`config.mk`:
```
export PLATFORM = sky130hd
export DESIGN_NAME = hazard_ctrl_unit
export DESIGN_NICKNAME = d
export VERILOG_FILES = /design/src/rtl/hazard_ctrl_unit.sv
export SDC_FILE = /design/constraint.sdc
export NUM_CORES = 1
export LEC_CHECK = 0
export ABC_CLOCK_PERIOD_IN_PS = 3010
export CAP_MARGIN = 20
export CORE_MARGIN = 2
export CORE_UTILIZATION = 39
export DETAILED_ROUTE_END_ITERATION = 10
export GPL_ROUTABILITY_DRIVEN = 0
export PLACE_DENSITY = 0.68
export SYNTH_ARGS = -nofsm -noshare
export SYNTH_HDL_FRONTEND = slang
export SYNTH_SLANG_ARGS = --single-unit
```
`constraint.sdc`:
```
create_clock -name CLK -period 3.01 [get_ports CLK]
set_input_delay 0.4515 -clock CLK [delete_from_list [all_inputs] [get_ports CLK]]
set_output_delay 0.4515 -clock CLK [all_outputs]
set_load 0.01 [all_outputs]
```
`src/rtl/hazard_ctrl_unit.sv`:
```
// Hazard and forwarding controller for the 5-stage MIPS pipeline: stage-latch
// controls, PC write enable, EX operand forward selects and stall/flush counters.
module hazard_ctrl_unit #(
    parameter int FWD_DEPTH  = 2,
    parameter int LOAD_LAT   = 1,
    parameter int BR_PENALTY = 1,
    parameter int CNT_W      = 32
) (
    input  logic             CLK,
    input  logic             nRST,
    input  logic             ihit,
    input  logic             dhit,
    input  logic             dREN,
    input  logic             dWEN,
    input  logic             halt,
    input  logic [4:0]       rs_id,
    input  logic [4:0]       rt_id,
    input  logic [4:0]       rs_ex,
    input  logic [4:0]       rt_ex,
    input  logic [4:0]       wsel_ex,
    input  logic             wen_ex,
    input  logic             mren_ex,
    input  logic [4:0]       wsel_mem,
    input  logic             wen_mem,
    input  logic [4:0]       wsel_wb,
    input  logic             wen_wb,
    input  logic             br_taken,
    input  logic             jump,
    output logic             PC_WEN,
    output logic [1:0]       fd_state,
    output logic [1:0]       de_state,
    output logic [1:0]       em_state,
    output logic [1:0]       mw_state,
    output logic [1:0]       fsel_a,
    output logic [1:0]       fsel_b,
    output logic [CNT_W-1:0] stall_cnt,
    output logic [CNT_W-1:0] flush_cnt
);

    localparam logic [1:0] ST_RUN  = 2'd0;
    localparam logic [1:0] ST_LU   = 2'd1;
    localparam logic [1:0] ST_BR   = 2'd2;
    localparam logic [1:0] ST_HALT = 2'd3;

    localparam logic [1:0] L_RUN   = 2'b00;
    localparam logic [1:0] L_STALL = 2'b01;
    localparam logic [1:0] L_FLUSH = 2'b10;

    localparam logic [2:0] LU_INIT = 3'(LOAD_LAT - 1);
    localparam logic [2:0] BR_INIT = 3'(BR_PENALTY - 1);

    logic [1:0] state, state_nxt;
    logic [2:0] step, step_nxt;
    logic       memwait, load_use, raw_unc;
    logic       flush_evt, stall_evt;

    // Nearest enabled producer within the forwarding depth; $0 never forwards.
    function automatic logic [1:0] fwd_sel(input logic [4:0] src,
                                           input logic [4:0] w1, input logic e1,
                                           input logic [4:0] w2, input logic e2,
                                           input logic [4:0] w3, input logic e3);
        if (src == 5'd0)                           return 2'd0;
        if (e1 && w1 == src)                       return 2'd1;
        if (FWD_DEPTH >= 2 && e2 && w2 == src)     return 2'd2;
        if (FWD_DEPTH >= 3 && e3 && w3 == src)     return 2'd3;
        return 2'd0;
    endfunction

    function automatic logic id_match(input logic [4:0] w, input logic e,
                                      input logic [4:0] rs, input logic [4:0] rt);
        return e && (w != 5'd0) && (w == rs || w == rt);
    endfunction

    assign memwait  = ((dREN | dWEN) & ~dhit) | ~ihit;
    assign load_use = mren_ex & id_match(wsel_ex, wen_ex, rs_id, rt_id);
    assign raw_unc  = (FWD_DEPTH < 2 && id_match(wsel_mem, wen_mem, rs_id, rt_id)) ||
                      (FWD_DEPTH < 3 && id_match(wsel_wb, wen_wb, rs_id, rt_id));

    always_comb begin
        PC_WEN    = 1'b1;
        fd_state  = L_RUN;
        de_state  = L_RUN;
        em_state  = L_RUN;
        mw_state  = L_RUN;
        fsel_a    = fwd_sel(rs_ex, wsel_ex, wen_ex, wsel_mem, wen_mem, wsel_wb, wen_wb);
        fsel_b    = fwd_sel(rt_ex, wsel_ex, wen_ex, wsel_mem, wen_mem, wsel_wb, wen_wb);
        state_nxt = state;
        step_nxt  = step;
        flush_evt = 1'b0;
        if (!nRST) begin
            PC_WEN   = 1'b0;
            fd_state = L_FLUSH;
            de_state = L_FLUSH;
            em_state = L_FLUSH;
            mw_state = L_FLUSH;
            fsel_a   = 2'd0;
            fsel_b   = 2'd0;
        end else if (state == ST_HALT) begin
            PC_WEN   = 1'b0;
            fd_state = L_FLUSH;
            de_state = L_FLUSH;
        end else if (memwait) begin
            PC_WEN   = 1'b0;
            fd_state = L_STALL;
            de_state = L_STALL;
            em_state = L_STALL;
            mw_state = L_STALL;
        end else begin
            if (br_taken) begin
                fd_state  = L_FLUSH;
                de_state  = L_FLUSH;
                flush_evt = 1'b1;
                state_nxt = (BR_PENALTY > 1) ? ST_BR : ST_RUN;
                step_nxt  = (BR_PENALTY > 1) ? BR_INIT : 3'd0;
            end else if (state == ST_BR) begin
                fd_state  = L_FLUSH;
                step_nxt  = step - 3'd1;
                if (step <= 3'd1) state_nxt = ST_RUN;
            end else if (load_use || state == ST_LU) begin
                PC_WEN   = 1'b0;
                fd_state = L_STALL;
                de_state = L_FLUSH;
                if (state == ST_LU) begin
                    step_nxt = step - 3'd1;
                    if (step <= 3'd1) state_nxt = ST_RUN;
                end else if (LOAD_LAT > 1) begin
                    state_nxt = ST_LU;
                    step_nxt  = LU_INIT;
                end
            end else if (raw_unc) begin
                PC_WEN   = 1'b0;
                fd_state = L_STALL;
                de_state = L_FLUSH;
            end else if (jump && state == ST_RUN) begin
                fd_state  = L_FLUSH;
                flush_evt = 1'b1;
            end
            if (halt) state_nxt = ST_HALT;
        end
    end

    assign stall_evt = !PC_WEN && (state != ST_HALT);

    always_ff @(posedge CLK) begin
        if (!nRST) begin
            state     <= ST_RUN;
            step      <= 3'd0;
            stall_cnt <= '0;
            flush_cnt <= '0;
        end else begin
            state <= state_nxt;
            step  <= step_nxt;
            if (stall_evt) stall_cnt <= stall_cnt + CNT_W'(1);
            if (flush_evt) flush_cnt <= flush_cnt + CNT_W'(1);
        end
    end

endmodule

```
### Yosys cells after proc, flatten, opt, wreduce, memory -nomap -nowiden

Cells that the tools add are included.

| storage, ports and cells | value |
|---|---|
| bits in writable memories | 0 |
| word-level logic and storage cells | 122 |
| output and inout port bits | 77 |
| bits of input ports | 48 |
| memory bits (read-only) | 0 |
| bits in latches | 0 |
| memories | 0 |
| register bits after elaboration | 69 |

| cells by class | value |
|---|---|
| reductions and logical operators | 25 |
| mux-type cells | 69 |
| add/subtract/negate cells | 3 |
| $lt $le $gt $ge | 1 |
| bitwise gates (word level) | 8 |
| div/mod/pow operators | 0 |
| multipliers | 0 |
| equality and inequality tests | 12 |
| shift-type cells | 0 |

Operators by type and width:

| operator | count |
|---|---|
| 2-to-1 mux 2 bit | 36 |
| adder 32 x 1 -> 32 bit, second input constant | 2 |
| equality test 5 bit | 8 |
| 2-to-1 mux 1 bit | 29 |
| 2-to-1 mux 3 bit | 4 |
| logical AND 1 bit | 10 |
| logical NOT 5 bit | 2 |
| nonzero test 5 bit | 2 |
| AND reduction 4 bit | 2 |
| nonzero test 4 bit | 2 |
| nonzero test 3 bit | 2 |
| equality test 2 bit, second input constant | 2 |
| inverter 1 bit | 4 |
| less-or-equal comparator 3 x 1 -> 1 bit, second input constant | 1 |
| logical OR 1 bit | 3 |
| subtractor 3 x 1 -> 3 bit, second input constant | 1 |
| bitwise AND 1 bit | 2 |
| equality test 2 x 1 -> 1 bit, second input constant | 1 |
| logical NOT 2 bit | 1 |
| != test 2 bit, second input constant | 1 |
| bitwise OR 1 bit | 2 |
| logical NOT 1 bit | 1 |

### Depth between registers and ports, before layout

| depth | value |
|---|---|
| depth after elaboration | 13 |
| mapped depth | 10 |
| depth with buffers taken out | 6 |

### Worst setup path after synthesis

Ideal clock, no wire load.

| path | value |
|---|---|
| path kind | input -> output |
| start | input port wsel_ex[1] |
| end | output port fd_state[1] |
| data arrival time | 2.486 ns |
| cell stages on the path | 10 |
| buffers on the path | 4 |
| path slack | 0.072 ns |
| required time | 2.558 ns |
| cells stage by stage | buf_2 > or3_1 > o311a_1 > nor2b_4 > a221oi_1 > buf_2 > buf_2 > buf_2 > o21ai_0 > nand2_1 |

| on the way | value |
|---|---|
| longest elaborated chain between the ends | 11 |
| elaborated cells between the ends (all ways) | 14 |
| classes of those cells | eq/ne: 2; mux: 6; bitwise: 1; reduce/logical: 5 |

Ends and longest elaborated chain:

| what | line | source |
|---|---|---|
| start: declaration | 20 | `input logic [4:0] wsel_ex,` |
| equality test 5 bit / nonzero test 5 bit (equally long branches) | 71 | `return e && (w != 5'd0) && (w == rs \|\| w == rt);` |
| logical OR 1 bit / logical AND 1 bit (equally long branches) | 71 |  |
| logical AND 1 bit (*) | 71 |  |
| bitwise AND 1 bit (*) | 75 | `assign load_use = mren_ex & id_match(wsel_ex, wen_ex, rs_id, rt_id);` |
| logical OR 1 bit (*) | 119 | `end else if (load_use \|\| state == ST_LU) begin` |
| 2-to-1 mux 2 bit (*) | 119 |  |
| 2-to-1 mux 2 bit (*) | 115 | `end else if (state == ST_BR) begin` |
| 2-to-1 mux 2 bit (*) | 109 | `if (br_taken) begin` |
| 2-to-1 mux 2 bit (*) | 102 | `end else if (memwait) begin` |
| 2-to-1 mux 2 bit (*) | 98 | `end else if (state == ST_HALT) begin` |
| 2-to-1 mux 2 bit (*) | 90 | `if (!nRST) begin` |
| end: declaration | 30 | `output logic [1:0] fd_state,` |

Every way passes the cells marked *; elsewhere a longest branch is shown, timed or not.

### Final worst setup path

| path | value |
|---|---|
| start | input port wsel_ex[0] |
| end | output port fd_state[0] |

Same word-level chain as after synthesis.

==> summary.md <==
| Metric | Value |
|---|---|
| Row count | `37` |
| Final Non-Filler Cells | `768` |
| Final hold viol count | `0` |
| Synth async-reset ratio | `0%` |
| RSZ-0062 raised after global routing | `false` |
| Outcome | `complete, no violations` |
| First-pass GRT wire length | `around 19000 microns` |
| IO Port Bufs | `about 120` |
| CTS Hold Bufs | `0` |
| Routed WL | `11890 microns` |
| Reg clk slew, reported paths | `70 ps` |
| Crit path launch type | `input port` |
| Flops & latches, synth | `65` |
| DRC viols | `0` |
| Via count | `between 4000 and 5000` |
| Count of cell types in the netlist | `between 40 and 50` |
| Post-synthesis simple-gate area fraction | `between 30% and 40%` |
| Vias in the first global route | `around 4100` |
| Min-Delay Path Class | `reg2reg` |
| CTS tree | `done` |
| Synthesized Nets | `560` |
| Wire per inst | `approximately 15 microns` |
| Static Leak | `1.925 nW` |
| Synth Area in Compound Gates | `19.16%` |
| Slew Limit Headroom | `about three fifths` |
| Synthesized netlist cell count | `a little over 500` |
| Syn Std Cell Area | `about 4100 sq um` |
| Overall power after layout | `2.032 mW` |
| Met2 wire length | `5779 microns` |
| PwrDens | `approximately 350 nW/um^2` |
| Tot GR Track Use | `a little over a fifth` |
| Starting density of the core | `40.15%` |
| Starting DRC count in detailed routing | `approximately 160` |
| H-tree Lvls | `3` |
| Met1 wire length | `slightly above 5000 microns` |
| Inserted Clock Buffers | `9` |
| Worst IR Drop VDD | `about 180 uV` |
| Fin nets | `676` |
| Finish-stage setup viols | `0` |
| Fmax | `341.3 MHz` |
| Area delta synth->final | `40.42%` |
| Final worst path period share | `roughly 97%` |
| Arr. time, crit path | `around 2500 ps` |
| Multiplexer area fraction after synthesis | `2.911%` |
| Min Tclk post-route | `around 2900 ps` |
| Met3 WL | `roughly 800 microns` |
| CTS max path bufs | `2` |
| Post-DP HPWL | `approximately 8300 microns` |
| Placed cells | `around 750` |
| DR top layer | `met4` |
| Largest net degree at the start of global routing | `56` |
| Setup tns final | `0 ps` |
| Max-cap violations | `0` |
| Core area | `between 10000 and 15000 sq um` |
| Synth Area per Inst | `roughly 8.1 sq um` |
| Share of cells above drive strength 1 | `8.558%` |
| Filler Cell Count | `970` |
| Yosys warns | `0` |
| Xor and xnor area share after synthesis | `8.490%` |
| Largest family of logic cells by synthesized area | `simple AND/OR/NAND/NOR gates` |
| Finished Core Util | `between 50% and 60%` |
| Number of flops mapped to enable cells by yosys | `0` |
| Full die area | `approximately 11000 sq um` |
| Register area share after synthesis | `between 30% and 40%` |
| Area after DPL | `approximately 5500 sq um` |
| WS Path Type | `in2out` |
| Die H | `roughly 110 microns` |
| Root Buffer | `clkbuf_8` |
| Max FO, Critical Path | `3` |
| Antenna violations before repair | `1` |
| Worst endpoint required time | `approximately 2600 ps` |
| Max-slew violations | `0` |
| Worst-skew pair later-pin latency | `~340 ps` |
| Worst Setup End Kind | `output pin` |
| Clock sinks | `65` |
| Vias/cell | `~5.7` |
| Worst slew pin tran | `between 500 and 600 ps` |
| Synth Area in Adders | `less than 1%` |
| Final Skew | `between 15 and 20 ps` |
| Post-route cell area | `about 5800 sq um` |
| Top_reg_cell synth | `dfxtp_1` |
| Horiz. Die Dim | `106.9 microns` |
| Drt first pass iters | `4` |
| Antenna Nets Post-Route | `0` |
| Remaining global-route overflow | `0` |
| Io pins | `125` |
-- cell usage in the layout, fill, tap and decap left out, types with 17 or more instances in the layout --
master           instances
nand4_1                 19
and3_1                  17
o31ai_1                 36
xnor2_1                 32
nand2_1                 41
buf_4                   26
a21oi_1                 41
nand3_1                 32
clkdlybuf4s50_1        116
nand2b_1                18
or4_1                   45
dfxtp_1                 65
-- flip-flops by register name, indices dropped and copies added (netlist names) --
register and flops:
flush_cnt 32, state 1, stall_cnt 32
-- stage by stage --
| step | hold slack [ps] | setup WS (ps) |
|---|---|---|
| 2_1_floorplan | 491.0 | 72.03 |
| 3_3_place_gp | 465.1 | -301.8 |
| 3_5_place_dp | 479.0 | -307.0 |
| 4_1_cts | 483.7 | 0.1303 |
| 5_1_grt | 511.5 | 11.52 |
| 6_report | 491.0 | 80.44 |
-- cell type report --
type	instances	area, sq um	area share (%)
Tap cell	136	170.2	2.937
Inverter	4	15.01	0.2591
Clock inverter	7	95.09	1.641
Antenna cell	1	2.502	0.04319
Multi-Input combinational cell	394	2625	45.30
Sequential cell	65	1301	22.46
Timing Repair Buffer	152	1461	25.22
Clock buffer	9	123.9	2.138
-- worst paths after layout --
check | start | end | slack (ps) | depth (start not counted)
hold / removal | stall_cnt[31] | stall_cnt[31] | 490 | 2
setup / recovery | wsel_ex[0] | fd_state[0] | 80 | 8
hold reg to reg | stall_cnt[31] | stall_cnt[31] | 490 | 2
setup reg to reg | stall_cnt[3] | stall_cnt[21] | 640 | 6
-- cell families (layout without fill, tap and decap cells) --
kind of cell | after synthesis | after routing
other | 0 | 1
AO/OA/AOI/OAI | 119 | 119
multiplexers | 12 | 12
AND/OR/NAND/NOR | 221 | 221
flip-flops | 65 | 65
XOR/XNOR | 40 | 40
adder cells (fa/ha/maj) | 2 | 2
buffers and inverters | 51 | 172
-- report_power, final --
part / internal, mW / switching (mW) / total (mW)
combinational: 0.161 / 0.169 / 0.331
sequential: 0.866 / 0.00717 / 0.873
clock: 0.466 / 0.362 / 0.828
-- layer usage --
| metal | vias to the layer above | global-route usage (%) |
|---|---|---|
| met5 | - | 0 |
| met4 | 0 | 7.050 |
| met3 | 12 | 5.836 |
| met2 | 131 | 34.03 |
| met1 | 2066 | 26.62 |
| li1 | 2178 | - |
-- worst max-delay path, stage by stage --
cell             delay [ps]
clkdlybuf4s50_1         420
or3_1                   370
o311a_1                 330
nor2b_4                 150
a221oi_4                310
buf_6                   150
nor2_1                   40
dlygate4sd2_1           270
-- cell usage after synthesis, types with 2 or more instances --
cell	count	share of area (%)
nand2_1	41	3.7
and3_1	17	2.6
o41ai_1	2	0.42
nor3_1	3	0.36
nand4_1	19	2.9
dfxtp_1	65	32
nor3b_1	4	0.73
o211ai_1	9	1.6
or4_1	46	8.4
a221oi_1	2	0.42
ha_1	2	0.61
o31a_1	2	0.42
and2_1	3	0.45
nor2_1	12	1.1
nand3_1	32	3.9
nand2b_1	18	2.7
a211oi_1	4	0.73
a2111oi_0	5	1.1
buf_4	3	0.55
buf_6	3	0.82
inv_1	4	0.36
xnor2_1	32	6.8
mux2i_1	12	2.9
buf_2	7	0.85
o31ai_1	36	6.5
o21ai_0	8	0.97
o311ai_0	2	0.42
nor4_1	6	0.91
o22ai_1	2	0.30
clkbuf_1	32	2.9
buf_1	2	0.18
xor2_1	8	1.7
or3_1	7	1.1
o21a_1	4	0.73
a21oi_1	41	5.0
and4_1	7	1.5
-- what timing repair did --
action,CTS,global route
gates cloned,0,0
buffers inserted,2,0
resized for setup,11,6
setup endpoints to repair,4,6
pin swaps,2,1
Note: power is estimated with default switching activity, not from simulation.
